## src/rtl/adc_channel_monitor_if.sv

```systemverilog
// Sample, limit-write and average-output bundle shared by the ADC channel monitor and its
// sample source / register host.
interface adc_channel_monitor_if;
  logic        sample_valid;
  logic [2:0]  sample_chan;
  logic [15:0] sample_data;
  logic        lim_we;
  logic [3:0]  lim_addr;
  logic [15:0] lim_wdata;
  logic        avg_valid;
  logic [2:0]  avg_chan;
  logic [15:0] avg_data;

  modport master (
    output sample_valid, sample_chan, sample_data, lim_we, lim_addr, lim_wdata,
    input  avg_valid, avg_chan, avg_data
  );

  modport slave (
    input  sample_valid, sample_chan, sample_data, lim_we, lim_addr, lim_wdata,
    output avg_valid, avg_chan, avg_data
  );
endinterface

```

## src/rtl/adc_channel_monitor.sv

```systemverilog
// Eight-channel ADC block averager with per-channel lo/hi window check, persistence
// filtering and sticky fault flags.
module adc_channel_monitor #(
  parameter int unsigned AVG_LOG2 = 4,
  parameter int unsigned PERSIST  = 3
) (
  input  logic                        clk48mhz,
  input  logic                        rstn,
  adc_channel_monitor_if.slave        bus,
  input  logic [7:0]                  fault_clr,
  input  logic [2:0]                  rd_chan,
  output logic [15:0]                 rd_avg,
  output logic [7:0]                  fault,
  output logic                        fault_any
);

  localparam int unsigned AccW       = 16 + AVG_LOG2;
  localparam logic [3:0]  PersistMax = 4'(PERSIST);

  logic [AccW-1:0]     acc_q [8];
  logic [AVG_LOG2-1:0] cnt_q [8];
  logic [15:0]         avg_q [8];
  logic [15:0]         lo_q  [8];
  logic [15:0]         hi_q  [8];
  logic [3:0]          pc_q  [8];
  logic [3:0]          pc_d  [8];
  logic [7:0]          fault_q, fault_d, fault_set;
  logic                fault_any_q;
  logic                avg_valid_q;
  logic [2:0]          avg_chan_q;
  logic [15:0]         avg_data_q;
  logic [15:0]         rd_avg_q;

  logic [2:0]          ch;
  logic [AccW-1:0]     sum;
  logic                last;
  logic [15:0]         new_avg;
  logic                out_win;
  logic [3:0]          pc_inc;

  assign ch = bus.sample_chan;

  // Datapath for the channel addressed by the current sample; compare uses registered limits
  always_comb begin
    sum     = acc_q[ch] + AccW'(bus.sample_data);
    last    = bus.sample_valid && (cnt_q[ch] == '1);
    new_avg = sum[AVG_LOG2 +: 16];
    out_win = (new_avg > hi_q[ch]) || (new_avg < lo_q[ch]);
    pc_inc  = (pc_q[ch] == PersistMax) ? PersistMax : pc_q[ch] + 4'd1;
  end

  // A fault being set overrides a simultaneous clear, both for the flag and its counter
  always_comb begin
    fault_set = '0;
    for (int c = 0; c < 8; c++) begin
      pc_d[c] = pc_q[c];
      if (last && (ch == 3'(c))) begin
        if (out_win) begin
          pc_d[c]      = pc_inc;
          fault_set[c] = (pc_inc == PersistMax);
        end else begin
          pc_d[c] = '0;
        end
      end
      if (fault_clr[c] && !fault_set[c]) begin
        pc_d[c] = '0;
      end
    end
    fault_d = fault_set | (fault_q & ~fault_clr);
  end

  always_ff @(posedge clk48mhz) begin
    if (!rstn) begin
      for (int c = 0; c < 8; c++) begin
        acc_q[c] <= '0;
        cnt_q[c] <= '0;
        avg_q[c] <= '0;
        lo_q[c]  <= 16'h0000;
        hi_q[c]  <= 16'hFFFF;
        pc_q[c]  <= '0;
      end
      fault_q     <= '0;
      fault_any_q <= 1'b0;
      avg_valid_q <= 1'b0;
      avg_chan_q  <= '0;
      avg_data_q  <= '0;
      rd_avg_q    <= '0;
    end else begin
      avg_valid_q <= 1'b0;
      if (bus.sample_valid) begin
        cnt_q[ch] <= cnt_q[ch] + AVG_LOG2'(1);
        if (last) begin
          acc_q[ch]   <= '0;
          avg_q[ch]   <= new_avg;
          avg_valid_q <= 1'b1;
          avg_chan_q  <= ch;
          avg_data_q  <= new_avg;
        end else begin
          acc_q[ch] <= sum;
        end
      end
      if (bus.lim_we) begin
        if (bus.lim_addr[3]) begin
          hi_q[bus.lim_addr[2:0]] <= bus.lim_wdata;
        end else begin
          lo_q[bus.lim_addr[2:0]] <= bus.lim_wdata;
        end
      end
      for (int c = 0; c < 8; c++) begin
        pc_q[c] <= pc_d[c];
      end
      fault_q     <= fault_d;
      fault_any_q <= |fault_q;
      rd_avg_q    <= avg_q[rd_chan];
    end
  end

  assign bus.avg_valid = avg_valid_q;
  assign bus.avg_chan  = avg_chan_q;
  assign bus.avg_data  = avg_data_q;
  assign fault         = fault_q;
  assign fault_any     = fault_any_q;
  assign rd_avg        = rd_avg_q;

endmodule

```

## src/flat_wrapper.sv

```systemverilog
// flat-port wrapper written by rule: the top's interface ports become plain ports
module adc_channel_monitor_flat 
#(
  parameter int unsigned AVG_LOG2 = 4,
  parameter int unsigned PERSIST  = 3
)
  (clk48mhz, rstn, fault_clr, rd_chan, rd_avg, fault, fault_any, bus_sample_valid, bus_sample_chan, bus_sample_data, bus_lim_we, bus_lim_addr, bus_lim_wdata, bus_avg_valid, bus_avg_chan, bus_avg_data);
  adc_channel_monitor_if bus_i ();
  input  logic clk48mhz;
  input  logic rstn;
  input  logic [7:0] fault_clr;
  input  logic [2:0] rd_chan;
  output logic [15:0] rd_avg;
  output logic [7:0] fault;
  output logic fault_any;
  input wire logic [$bits(bus_i.sample_valid)-1:0] bus_sample_valid;
  input wire logic [$bits(bus_i.sample_chan)-1:0] bus_sample_chan;
  input wire logic [$bits(bus_i.sample_data)-1:0] bus_sample_data;
  input wire logic [$bits(bus_i.lim_we)-1:0] bus_lim_we;
  input wire logic [$bits(bus_i.lim_addr)-1:0] bus_lim_addr;
  input wire logic [$bits(bus_i.lim_wdata)-1:0] bus_lim_wdata;
  output wire logic [$bits(bus_i.avg_valid)-1:0] bus_avg_valid;
  output wire logic [$bits(bus_i.avg_chan)-1:0] bus_avg_chan;
  output wire logic [$bits(bus_i.avg_data)-1:0] bus_avg_data;
  assign bus_i.sample_valid = bus_sample_valid;
  assign bus_i.sample_chan = bus_sample_chan;
  assign bus_i.sample_data = bus_sample_data;
  assign bus_i.lim_we = bus_lim_we;
  assign bus_i.lim_addr = bus_lim_addr;
  assign bus_i.lim_wdata = bus_lim_wdata;
  assign bus_avg_valid = bus_i.avg_valid;
  assign bus_avg_chan = bus_i.avg_chan;
  assign bus_avg_data = bus_i.avg_data;
  adc_channel_monitor #(.AVG_LOG2(AVG_LOG2), .PERSIST(PERSIST)) u_core (.clk48mhz(clk48mhz), .rstn(rstn), .bus(bus_i), .fault_clr(fault_clr), .rd_chan(rd_chan), .rd_avg(rd_avg), .fault(fault), .fault_any(fault_any));
endmodule
```

## config.mk

```make
export PLATFORM = sky130hd
export DESIGN_NAME = adc_channel_monitor_flat
export DESIGN_NICKNAME = d
export VERILOG_FILES = /design/src/rtl/adc_channel_monitor_if.sv /design/src/rtl/adc_channel_monitor.sv /design/src/flat_wrapper.sv
export SDC_FILE = /design/constraint.sdc
export NUM_CORES = 1
export LEC_CHECK = 0
export CAP_MARGIN = 5
export CORE_UTILIZATION = 40
export DETAILED_ROUTE_END_ITERATION = 7
export DONT_BUFFER_PORTS = 1
export PLACE_DENSITY = 0.53
export SYNTH_ARGS = -nofsm -noshare
export SYNTH_HDL_FRONTEND = slang
export SYNTH_SLANG_ARGS = --single-unit
export TNS_END_PERCENT = 30
```

## constraint.sdc

```tcl
create_clock -name clk48mhz -period 10.05 [get_ports clk48mhz]
set_clock_uncertainty 0.15 [all_clocks]
set_input_delay 2.5125 -clock clk48mhz [delete_from_list [all_inputs] [get_ports clk48mhz]]
set_output_delay 2.5125 -clock clk48mhz [all_outputs]
set_load 0.02 [all_outputs]
```

==> impl_metrics.yaml, run 1 <==
synth:
  yosys_most_used_dff: "edfxtp_1"
  synthCells: 2229
  ys_seq_area_share_pct: 63.28
  synth_seq_cells: 653
  netlist_top_cells_count: "edfxtp_1, nor2_1, nand2_1"
  synth.area.top_cells: "edfxtp_1, mux4_2, nor2_1"
  syn-cell-area_sq_um: 30280
  yosysWarnings: 0
  synth_top_family_by_area: "simple AND/OR/NAND/NOR gates"
  muxShareOfSynthArea_pct: 13.02
  synth_fa_ha_area_share_pct: 2.128
  synth_top_area_cell: "edfxtp_1"
  synth.most_common_cell: "edfxtp_1"
  yosys.area.top_type_share_pct: 60.30
  yosys.area_share.simple_pct: 14.62
  synth_compound_area_share_pct: 3.554
  synth_edf_count: 608
  synth_nets: 2333
  syn_area_per_cell_sq_um: 13.58
  synth.distinct_cells: 69
  synth-async-reset-ratio_pct: 0
  synth_xor_area_share_pct: 0.5207
clock_tree:
  clock_latency_ns: 0.63
  post_cts_resized: 0
  cts_tree: "done"
  clkTransAtPathRegs_ns: 0.06
  ctsRootBufferMaster: "clkbuf_16"
  cts_max_path_buffers: 3
  cts_buffers: 74
  post-cts-setup-buffers: 0
  htreeDepth: 3
  postCtsHoldBufs: 0
  cts.sinks: 653
die:
  ios: 99
  fp.dieH_um: 277.1
  die_w_um: 277.1
  start_util_pct: 40.53
  num_rows: 100
  core-area_sq_um: 74700
  die_area_sq_um: 76800
run_status:
  outcome: "finished, final reports clean"
power:
  p_per_area_nw_per_um2: 194.6
  leakage_nw: 11.86
  irDropWorstVdd_v: 0.0001230
setup_path:
  cp.arrival_ns: 8.28
  crit_buf_inv: 3
  path_cells: "mux4_2 -> nand2_1 -> nand2_1 -> ha_1 -> inv_1 -> fa_1 -> nand2b_1 -> a21oi_1 -> o211ai_1 -> a31oi_1 -> nand2_1 -> xnor2_2 -> inv_1 -> ha_1 -> o21ai_0 -> a22oi_1 -> o311ai_0 -> nand2_1 -> a41oi_1 -> buf_4 -> o21ai_1 -> a2111oi_1"
  cpMaxStageDelayCell: "xnor2_2"
  cp_data_required_time_ns: 10.25
  cp_num_cells: 22
  reg2reg_depth: 22
  crit_path_end_kind: "flop"
  cp_common_cell: "nand2_1"
  critPathMaxFanout: 139
  startpoint_type: "input port"
  path_delay_family: "compound AO/OA/AOI/OAI gates"
  path_class: "in -> reg"
  max_stage_delay_ns: 0.79
timing:
  worst_pin_slew_ns: 1.262
  period_share_pct: 80.32
  finalSetupViolations: 0
  period_minus_slack_ns: 8.072
  hold_slack_ns: 0.4002
  max_freq_ghz: 0.1239
  slew_headroom_pct: 15.79
  rsz0062_at_grt: "no"
  fin_setup_tns_ns: 0
  final_max_slew_viol_count: 0
  hold_viol_final: 0
final_layout:
  fillers: 6664
  drive_gt1_share_pct: 15.52
  nets: 2292
  multi_input_area_sq_um: 10310
  seq_area_sq_um: 19160
  area_growth_pct: 11.27
placed_design:
  gp_congestion: 0.8584
  dp_hpwl_mm: 50.03
  io_buffer_count: 0
grt:
  grt_antenna_before_repair: 3
  groute.usage.overall_pct: 21.29
  overflow: 0
  grt_pass1_wl_mm: 120.9
  grt_pass1_vias: 18580
  grt_max_degree: 146
routing:
  drtIter0Drc: 1478
  viasPerCell: 5.583
  firstDrtPassIters: 5
  wl_per_cell_um: 25.26
  via_count: 17970
  drc: 0
  antenna_left: 0
  wl_mm: 81.28
worst_hold_path:
  holdPathStages: 2
  min_path_type: "reg -> reg"
flow_run:
  maxCapViolations: 0
cell type report:
class / instances / area share (%)
clock inverter: 41 / 1.181
sequential: 653 / 56.87
inverter: 32 / 0.3603
antenna: 1 / 0.007428
clock buffer: 95 / 6.061
multi-input combinational: 1368 / 30.61
tap: 969 / 3.599
timing repair buffer: 59 / 1.315
metal layers:
metal / share of wire (%) / up-vias / track usage, %
li1: - / 8167 / -
met1: 43 / 9229 / 28.16
met5: 0 / - / 0
met2: 49 / 449 / 35.59
met3: 4.9 / 121 / 3.906
met4: 2.8 / 0 / 6.553
path summary, 6_finish.rpt:
| check | start | endpoint | slack, ns |
|---|---|---|---|
| max | bus_sample_chan[0] | u_core.pc_q[4][3] | 1.98 |
| min | u_core.bus.avg_chan[0] | u_core.bus.avg_chan[0] | 0.40 |
| max reg2reg | u_core.acc_q[1][0] | u_core.pc_q[4][3] | 3.78 |
| min reg2reg | u_core.bus.avg_chan[0] | u_core.bus.avg_chan[0] | 0.40 |
tightest hold or removal path: stages (launching register included):
cell and delay, ns:
dfxtp_1 0.37, nand2_1 0.08, a21oi_1 0.05
sequential cells by signal, summed over array words and instances, names as in the netlist:
register / flops
u_core.bus.avg_data: 16
u_core.fault_any: 1
u_core.bus.avg_valid: 1
u_core.pc_q: 32
u_core.lo_q: 128
u_core.fault: 8
u_core.avg_q: 128
u_core.bus.avg_chan: 3
u_core.rd_avg: 16
u_core.acc_q: 160
u_core.hi_q: 128
u_core.cnt_q: 32
cells by family (layout without fill, tap and decap cells):
kind of cell / Yosys count / after routing
compound gates: 168 / 168
xor+xnor: 18 / 18
fa+ha+maj: 51 / 51
buf+inv: 208 / 227
flops: 653 / 653
mux: 205 / 205
other cells: 0 / 1
simple gates: 926 / 926
cell usage in the layout (no fill, tap or decap), drive strengths merged, types with 45 or more instances in the layout:
master / count
and2: 139
buf: 59
clkbuf: 95
dfxtp: 45
edfxtp: 608
ha: 49
mux2i: 56
mux4: 148
nand2: 156
nor2: 370
o21ai: 56
or3: 103
power breakdown:
part / switching (mW) / internal (mW) / total (mW) / leakage [nW]
clock network: 1.13 / 1.58 / 2.70 / 1.19
registers: 0.0395 / 3.09 / 3.13 / 6.54
logic: 0.469 / 0.252 / 0.721 / 4.13
through the flow:
stage / util, % / std cells / setup slack (ns) / cell area, sq um / total power, mW
2_1_floorplan: - / 2229 / 1.370 / 30280 / 3.676
3_3_place_gp: 41.83 / 3081 / 1.679 / 31250 / 3.897
3_5_place_dp: 41.83 / 3081 / 1.521 / 31250 / 3.913
4_1_cts: 45.10 / 3217 / 2.149 / 33690 / 6.608
5_1_grt: 45.10 / 3218 / 1.613 / 33690 / 6.776
6_report: 45.10 / 3218 / 1.978 / 33690 / 6.557
Power figures use the tool's default switching activity.
==> inputs of run 2 (changes only) <==
--- a/config.mk
+++ b/config.mk
@@ -9,7 +9,7 @@
 export CORE_UTILIZATION = 40
 export DETAILED_ROUTE_END_ITERATION = 7
 export DONT_BUFFER_PORTS = 1
-export PLACE_DENSITY = 0.53
+export PLACE_DENSITY = 0.55
 export SYNTH_ARGS = -nofsm -noshare
 export SYNTH_HDL_FRONTEND = slang
 export SYNTH_SLANG_ARGS = --single-unit
==> constraint.sdc (replaced) <==
create_clock -name clk48mhz -period 7 [get_ports clk48mhz]
set_clock_uncertainty 0.15 [all_clocks]
set_input_delay 1.75 -clock clk48mhz [delete_from_list [all_inputs] [get_ports clk48mhz]]
set_output_delay 1.75 -clock clk48mhz [all_outputs]
set_load 0.02 [all_outputs]
==> impl_metrics.yaml, run 2 (synthesis gave the netlist of run 1 again) <==
run_status:
  outcome: "finished, final reports clean"
routing:
  viasPerCell: 5.677
  routedLengthMet1_mm: 34.52
  via_count: 18260
  antenna_left: 0
  wl_mm: 81.19
  drtIter0Drc: 1614
  wl_met2_mm: 40.09
  firstDrtPassIters: 5
  topRoutingLayerUsed: "met4"
  drc: 0
  wl_met3_mm: 4.430
  wl_per_cell_um: 25.25
clock_tree:
  post_cts_resized: 0
  clkTransAtPathRegs_ns: 0.06
  cts_max_path_buffers: 3
  clock_latency_ns: 0.62
  ctsRootBufferMaster: "clkbuf_16"
  htreeDepth: 3
  cts_buffers: 72
  post-cts-setup-buffers: 0
  postCtsHoldBufs: 0
  cts_tree: "done"
  cts.sinks: 653
placed_design:
  place_ws_ns: -0.01106
  gp_congestion: 0.8540
  dp_hpwl_mm: 49.55
  dp_cells: 3087
  io_buffer_count: 0
grt:
  groute.usage.overall_pct: 21.18
  grt_max_degree: 146
  overflow: 0
  grt_pass1_wl_mm: 120.6
  grt_pass1_vias: 18280
  grt_antenna_before_repair: 1
timing:
  max_freq_ghz: 0.1522
  period_share_pct: 93.83
  fin_ws_ns: 0.4318
  finalSetupViolations: 0
  hold_viol_final: 0
  rsz0062_at_grt: "no"
  worst_pin_slew_ns: 1.281
  period_minus_slack_ns: 6.568
  fin_setup_tns_ns: 0
  final_max_slew_viol_count: 0
  slew_headroom_pct: 14.26
final_layout:
  fin_util_pct: 45.24
  fillers: 6610
  drive_gt1_share_pct: 16.64
  largest_register_ffs: 160
  nets: 2296
  instances_no_fill: 3216
  layout_common_cells: "edfxtp_1, nor2_1, nand2_1, and2_1, mux4_2"
  final_common_cell: "edfxtp_1"
  num_antenna_cells: 0
  area_growth_pct: 11.61
  largest-register: "u_core.acc_q"
setup_path:
  reg2reg_depth: 21
  crit_buf_inv: 2
  path_class: "in -> reg"
  cp_data_required_time_ns: 7.26
  cp.arrival_ns: 6.83
  cpMaxStageDelayCell: "or4_4"
  startpoint: "bus_sample_chan[0]"
  crit_path_end_kind: "flop"
  rrSetupSlack_ns: 1.42
  startpoint_type: "input port"
  critPathMaxFanout: 139
  rr_endpoint: "u_core.pc_q[4][3]"
  r2r-start: "u_core.acc_q[3][1]"
  max_stage_delay_ns: 0.59
  path_cells: "mux4_2 -> nand2_1 -> nand2_1 -> ha_1 -> o21ai_0 -> o21ai_1 -> o211ai_1 -> o2111a_1 -> or4_4 -> nand2_4 -> inv_1 -> ha_1 -> a211oi_1 -> a22oi_1 -> o311ai_0 -> nand2_1 -> a41oi_2 -> buf_4 -> o21ai_1 -> a2111oi_2"
  path_delay_family: "compound AO/OA/AOI/OAI gates"
  cp_common_cell: "nand2_1"
die:
  num_rows: 100
  die_w_um: 277.1
  fp.dieH_um: 277.1
  start_util_pct: 40.53
  core-area_sq_um: 74700
  die_area_sq_um: 76800
  ios: 99
flow_run:
  maxCapViolations: 0
power:
  irDropWorstVdd_v: 0.0001564
  leakage_nw: 11.84
  finalPower_mw: 9.291
  p_per_area_nw_per_um2: 274.9
worst_hold_path:
  holdCritStartpoint: "u_core.bus.avg_data[13]"
  hold_end: "u_core.bus.avg_data[13]"
  holdPathStages: 2
  min_path_type: "reg -> reg"
[run 2: changes by cell type in the layout (fill, tap and decap cells not counted), sizes merged]
cell      delta
buf          +6
clkbuf       -4
clkinv       -4
clkinvlp     +1
diode        -1
[run 2: routing by layer]
metal,up-vias,global-route usage (%)
met5,-,0
met4,0,6.382
met3,115,2.953
met2,582,35.30
met1,9397,28.79
li1,8164,-
[run 2: tightest hold or removal path: stages, from the launching register on]
cell and delay, ns:
dfxtp_1 0.37, nand2_1 0.08, a21oi_1 0.05
[run 2: worst max path at each step]
stage	to	slack, ns	cells after the start
2_1_floorplan	u_core.pc_q[4][0]	0.002	29
3_3_place_gp	u_core.pc_q[1][3]	0.09	21
3_5_place_dp	u_core.pc_q[4][3]	-0.01	21
4_1_cts	u_core.pc_q[4][3]	0.61	20
5_1_grt	u_core.pc_q[4][3]	0.15	21
6_report	u_core.pc_q[4][3]	0.43	20
[run 2: final cells by class]
| type | instances | area (sq um) | area share, % |
|---|---|---|---|
| clock buffer | 91 | 1883 | 5.572 |
| clock inverter | 38 | 419.2 | 1.240 |
| tap | 969 | 1212 | 3.588 |
| inverter | 32 | 121.4 | 0.3592 |
| multi-input combinational | 1368 | 10500 | 31.06 |
| timing repair buffer | 65 | 500.5 | 1.481 |
| sequential | 653 | 19160 | 56.69 |
[run 2: power by group]
group          total [mW]  switching (mW)  leakage, nW  internal (mW)
combinational        1.08           0.698         4.19          0.383
clock                3.72            1.60         1.11           2.12
sequential           4.49          0.0556         6.54           4.44
[run 2: per-stage QoR]
step / cell area (sq um) / hold slack (ns)
2_1_floorplan: 30640 / 0.3788
3_3_place_gp: 31490 / 0.3958
3_5_place_dp: 31490 / 0.3989
4_1_cts: 33790 / 0.4064
5_1_grt: 33790 / 0.4408
6_report: 33790 / 0.4034
==> inputs of run 3 (changes only) <==
--- a/config.mk
+++ b/config.mk
@@ -5,11 +5,13 @@
 export SDC_FILE = /design/constraint.sdc
 export NUM_CORES = 1
 export LEC_CHECK = 0
+export ABC_CLOCK_PERIOD_IN_PS = 7000
 export CAP_MARGIN = 5
-export CORE_UTILIZATION = 40
+export CORE_MARGIN = 5
+export CORE_UTILIZATION = 55
 export DETAILED_ROUTE_END_ITERATION = 7
 export DONT_BUFFER_PORTS = 1
-export PLACE_DENSITY = 0.55
+export PLACE_DENSITY = 0.72
 export SYNTH_ARGS = -nofsm -noshare
 export SYNTH_HDL_FRONTEND = slang
 export SYNTH_SLANG_ARGS = --single-unit
==> impl_metrics.yaml, run 3 (synthesis gave the netlist of run 1 again) <==
die:
  core-area_sq_um: 54770
  start_util_pct: 55.28
  die_w_um: 244.6
  ios: 99
  num_rows: 86
  fp.dieH_um: 244.6
  die_area_sq_um: 59840
clock_tree:
  post_cts_resized: 0
  post-cts-setup-buffers: 0
  cts_max_path_buffers: 3
  clock_latency_ns: 0.61
  postCtsHoldBufs: 0
  cts.sinks: 653
  ctsRootBufferMaster: "clkbuf_16"
  cts_buffers: 69
  htreeDepth: 3
  clkTransAtPathRegs_ns: 0.06
  cts_tree: "done"
power:
  internal-power_mw: 6.860
  irDropWorstVdd_v: 0.0002038
  p_switching_mw: 2.218
  clock_power_share_pct: 38.9
  leakage_nw: 11.77
  switching_share_pct: 24.43
  finalPower_mw: 9.078
  p_per_area_nw_per_um2: 272.5
  power_frac_seq_pct: 49.5
  pwr-share-comb_pct: 11.6
placed_design:
  dp_hpwl_mm: 46.63
  io_buffer_count: 0
  gp_congestion: 0.9065
routing:
  drc: 0
  firstDrtPassIters: 7
  drtIter0Drc: 2136
  via_count: 18460
  antenna_left: 0
  wl_per_cell_um: 25.41
  viasPerCell: 6.268
  wl_mm: 74.84
setup_path:
  r2r-start: "u_core.acc_q[2][1]"
  path_class: "in -> reg"
  cp_data_required_time_ns: 7.25
  startpoint_type: "input port"
  cp.arrival_ns: 6.58
  critPathMaxFanout: 145
  crit_path_end_kind: "flop"
  rr_endpoint: "u_core.pc_q[4][2]"
  rrSetupSlack_ns: 1.52
  reg2reg_depth: 21
flow_run:
  maxCapViolations: 0
grt:
  grt_pass1_vias: 18520
  groute.usage.overall_pct: 24.99
  grt_max_degree: 146
  grt_antenna_before_repair: 1
  overflow: 0
  grt_pass1_wl_mm: 113.7
final_layout:
  final_common_cell: "edfxtp_1"
  nets: 2294
  largest_register_ffs: 160
  fillers: 4085
  largest-register: "u_core.acc_q"
  num_antenna_cells: 0
  area_growth_pct: 10.02
  drive_gt1_share_pct: 16.42
  layout_common_cells: "edfxtp_1, nor2_1, nand2_1, and2_1, mux4_2"
timing:
  finalSetupViolations: 0
  hold_viol_final: 0
  rsz0062_at_grt: "no"
  period_share_pct: 90.51
  final_max_slew_viol_count: 0
  period_minus_slack_ns: 6.335
  fin_setup_tns_ns: 0
  worst_pin_slew_ns: 1.234
  slew_headroom_pct: 17.52
  max_freq_ghz: 0.1578
worst_hold_path:
  holdCritStartpoint: "u_core.bus.avg_chan[1]"
  holdPathStages: 2
  min_path_type: "reg -> reg"
  hold_end: "u_core.bus.avg_chan[1]"
run_status:
  outcome: "finished, final reports clean"
[run 3: layout make-up]
class                      instances  area, sq um  area share, %
tap                              704        880.8          2.644
timing repair buffer              66        495.5          1.487
clock buffer                      90         1867          5.604
sequential                       653        19160          57.51
multi-input combinational       1368        10490          31.50
inverter                          32        120.1         0.3606
clock inverter                    32        295.3         0.8865
[run 3: through the flow]
| stage | utilization [%] | instances | hold slack (ns) | setup WS, ns | cell area (sq um) |
|---|---|---|---|---|---|
| 6_report | 60.82 | 2945 | 0.4140 | 0.6646 | 33310 |
| 5_1_grt | 60.82 | 2945 | 0.4540 | 0.4078 | 33310 |
| 4_1_cts | 60.82 | 2945 | 0.4164 | 0.7348 | 33310 |
| 3_5_place_dp | 56.87 | 2823 | 0.4028 | 0.1221 | 31150 |
| 3_3_place_gp | 56.87 | 2823 | 0.4006 | 0.2373 | 31150 |
| 2_1_floorplan | - | 2229 | 0.3788 | 0.001579 | 30640 |
[run 3: per-layer routing]
| layer | global-route usage (%) | wire (um) | vias up | share of wire, % |
|---|---|---|---|---|
| li1 | - | - | 8170 | - |
| met1 | 34.46 | 29500 | 9350 | 39 |
| met2 | 41.53 | 37350 | 808 | 50 |
| met3 | 4.726 | 5888 | 129 | 7.9 |
| met4 | 6.832 | 2087 | 2 | 2.8 |
| met5 | 0 | 13 | - | 0.017 |
[run 3: power groups by stage]
stage	combinational [mW]	sequential (mW)	clock [mW]
floorplan	0.779	4.56	0
global placement	1.01	4.57	0
detailed placement	1.04	4.58	0
CTS	1.04	4.50	3.57
global route	1.13	4.51	3.73
finish	1.05	4.50	3.53
[run 3: critical path, cell delays in order]
cell and delay (ns):
mux4_2 0.37, nand2_1 0.07, and2_1 0.17, inv_1 0.06, ha_1 0.28, a211oi_1 0.09, o21ai_1 0.25, o211ai_1 0.23
o2111a_1 0.35, or4_4 0.58, nand2_4 0.10, inv_1 0.06, ha_1 0.28, a211oi_1 0.21, a22oi_1 0.16, o311ai_0 0.13
nand2_1 0.10, a41oi_2 0.36, buf_4 0.27, o211ai_4 0.11, a2111oi_2 0.42
[run 3: how the worst max path moves through the flow]
| stage | startpoint | to | slack [ns] | depth (start not counted) |
|---|---|---|---|---|
| after floorplan | bus_sample_chan[1] | u_core.pc_q[4][0] | 0.002 | 29 |
| after global placement | bus_sample_chan[0] | u_core.pc_q[4][0] | 0.24 | 21 |
| after detailed placement | bus_sample_chan[0] | u_core.pc_q[4][2] | 0.12 | 21 |
| after CTS | bus_sample_chan[0] | u_core.pc_q[4][2] | 0.73 | 21 |
| after global routing | bus_sample_chan[0] | u_core.pc_q[4][2] | 0.41 | 21 |
| final | bus_sample_chan[1] | u_core.pc_q[4][2] | 0.66 | 21 |
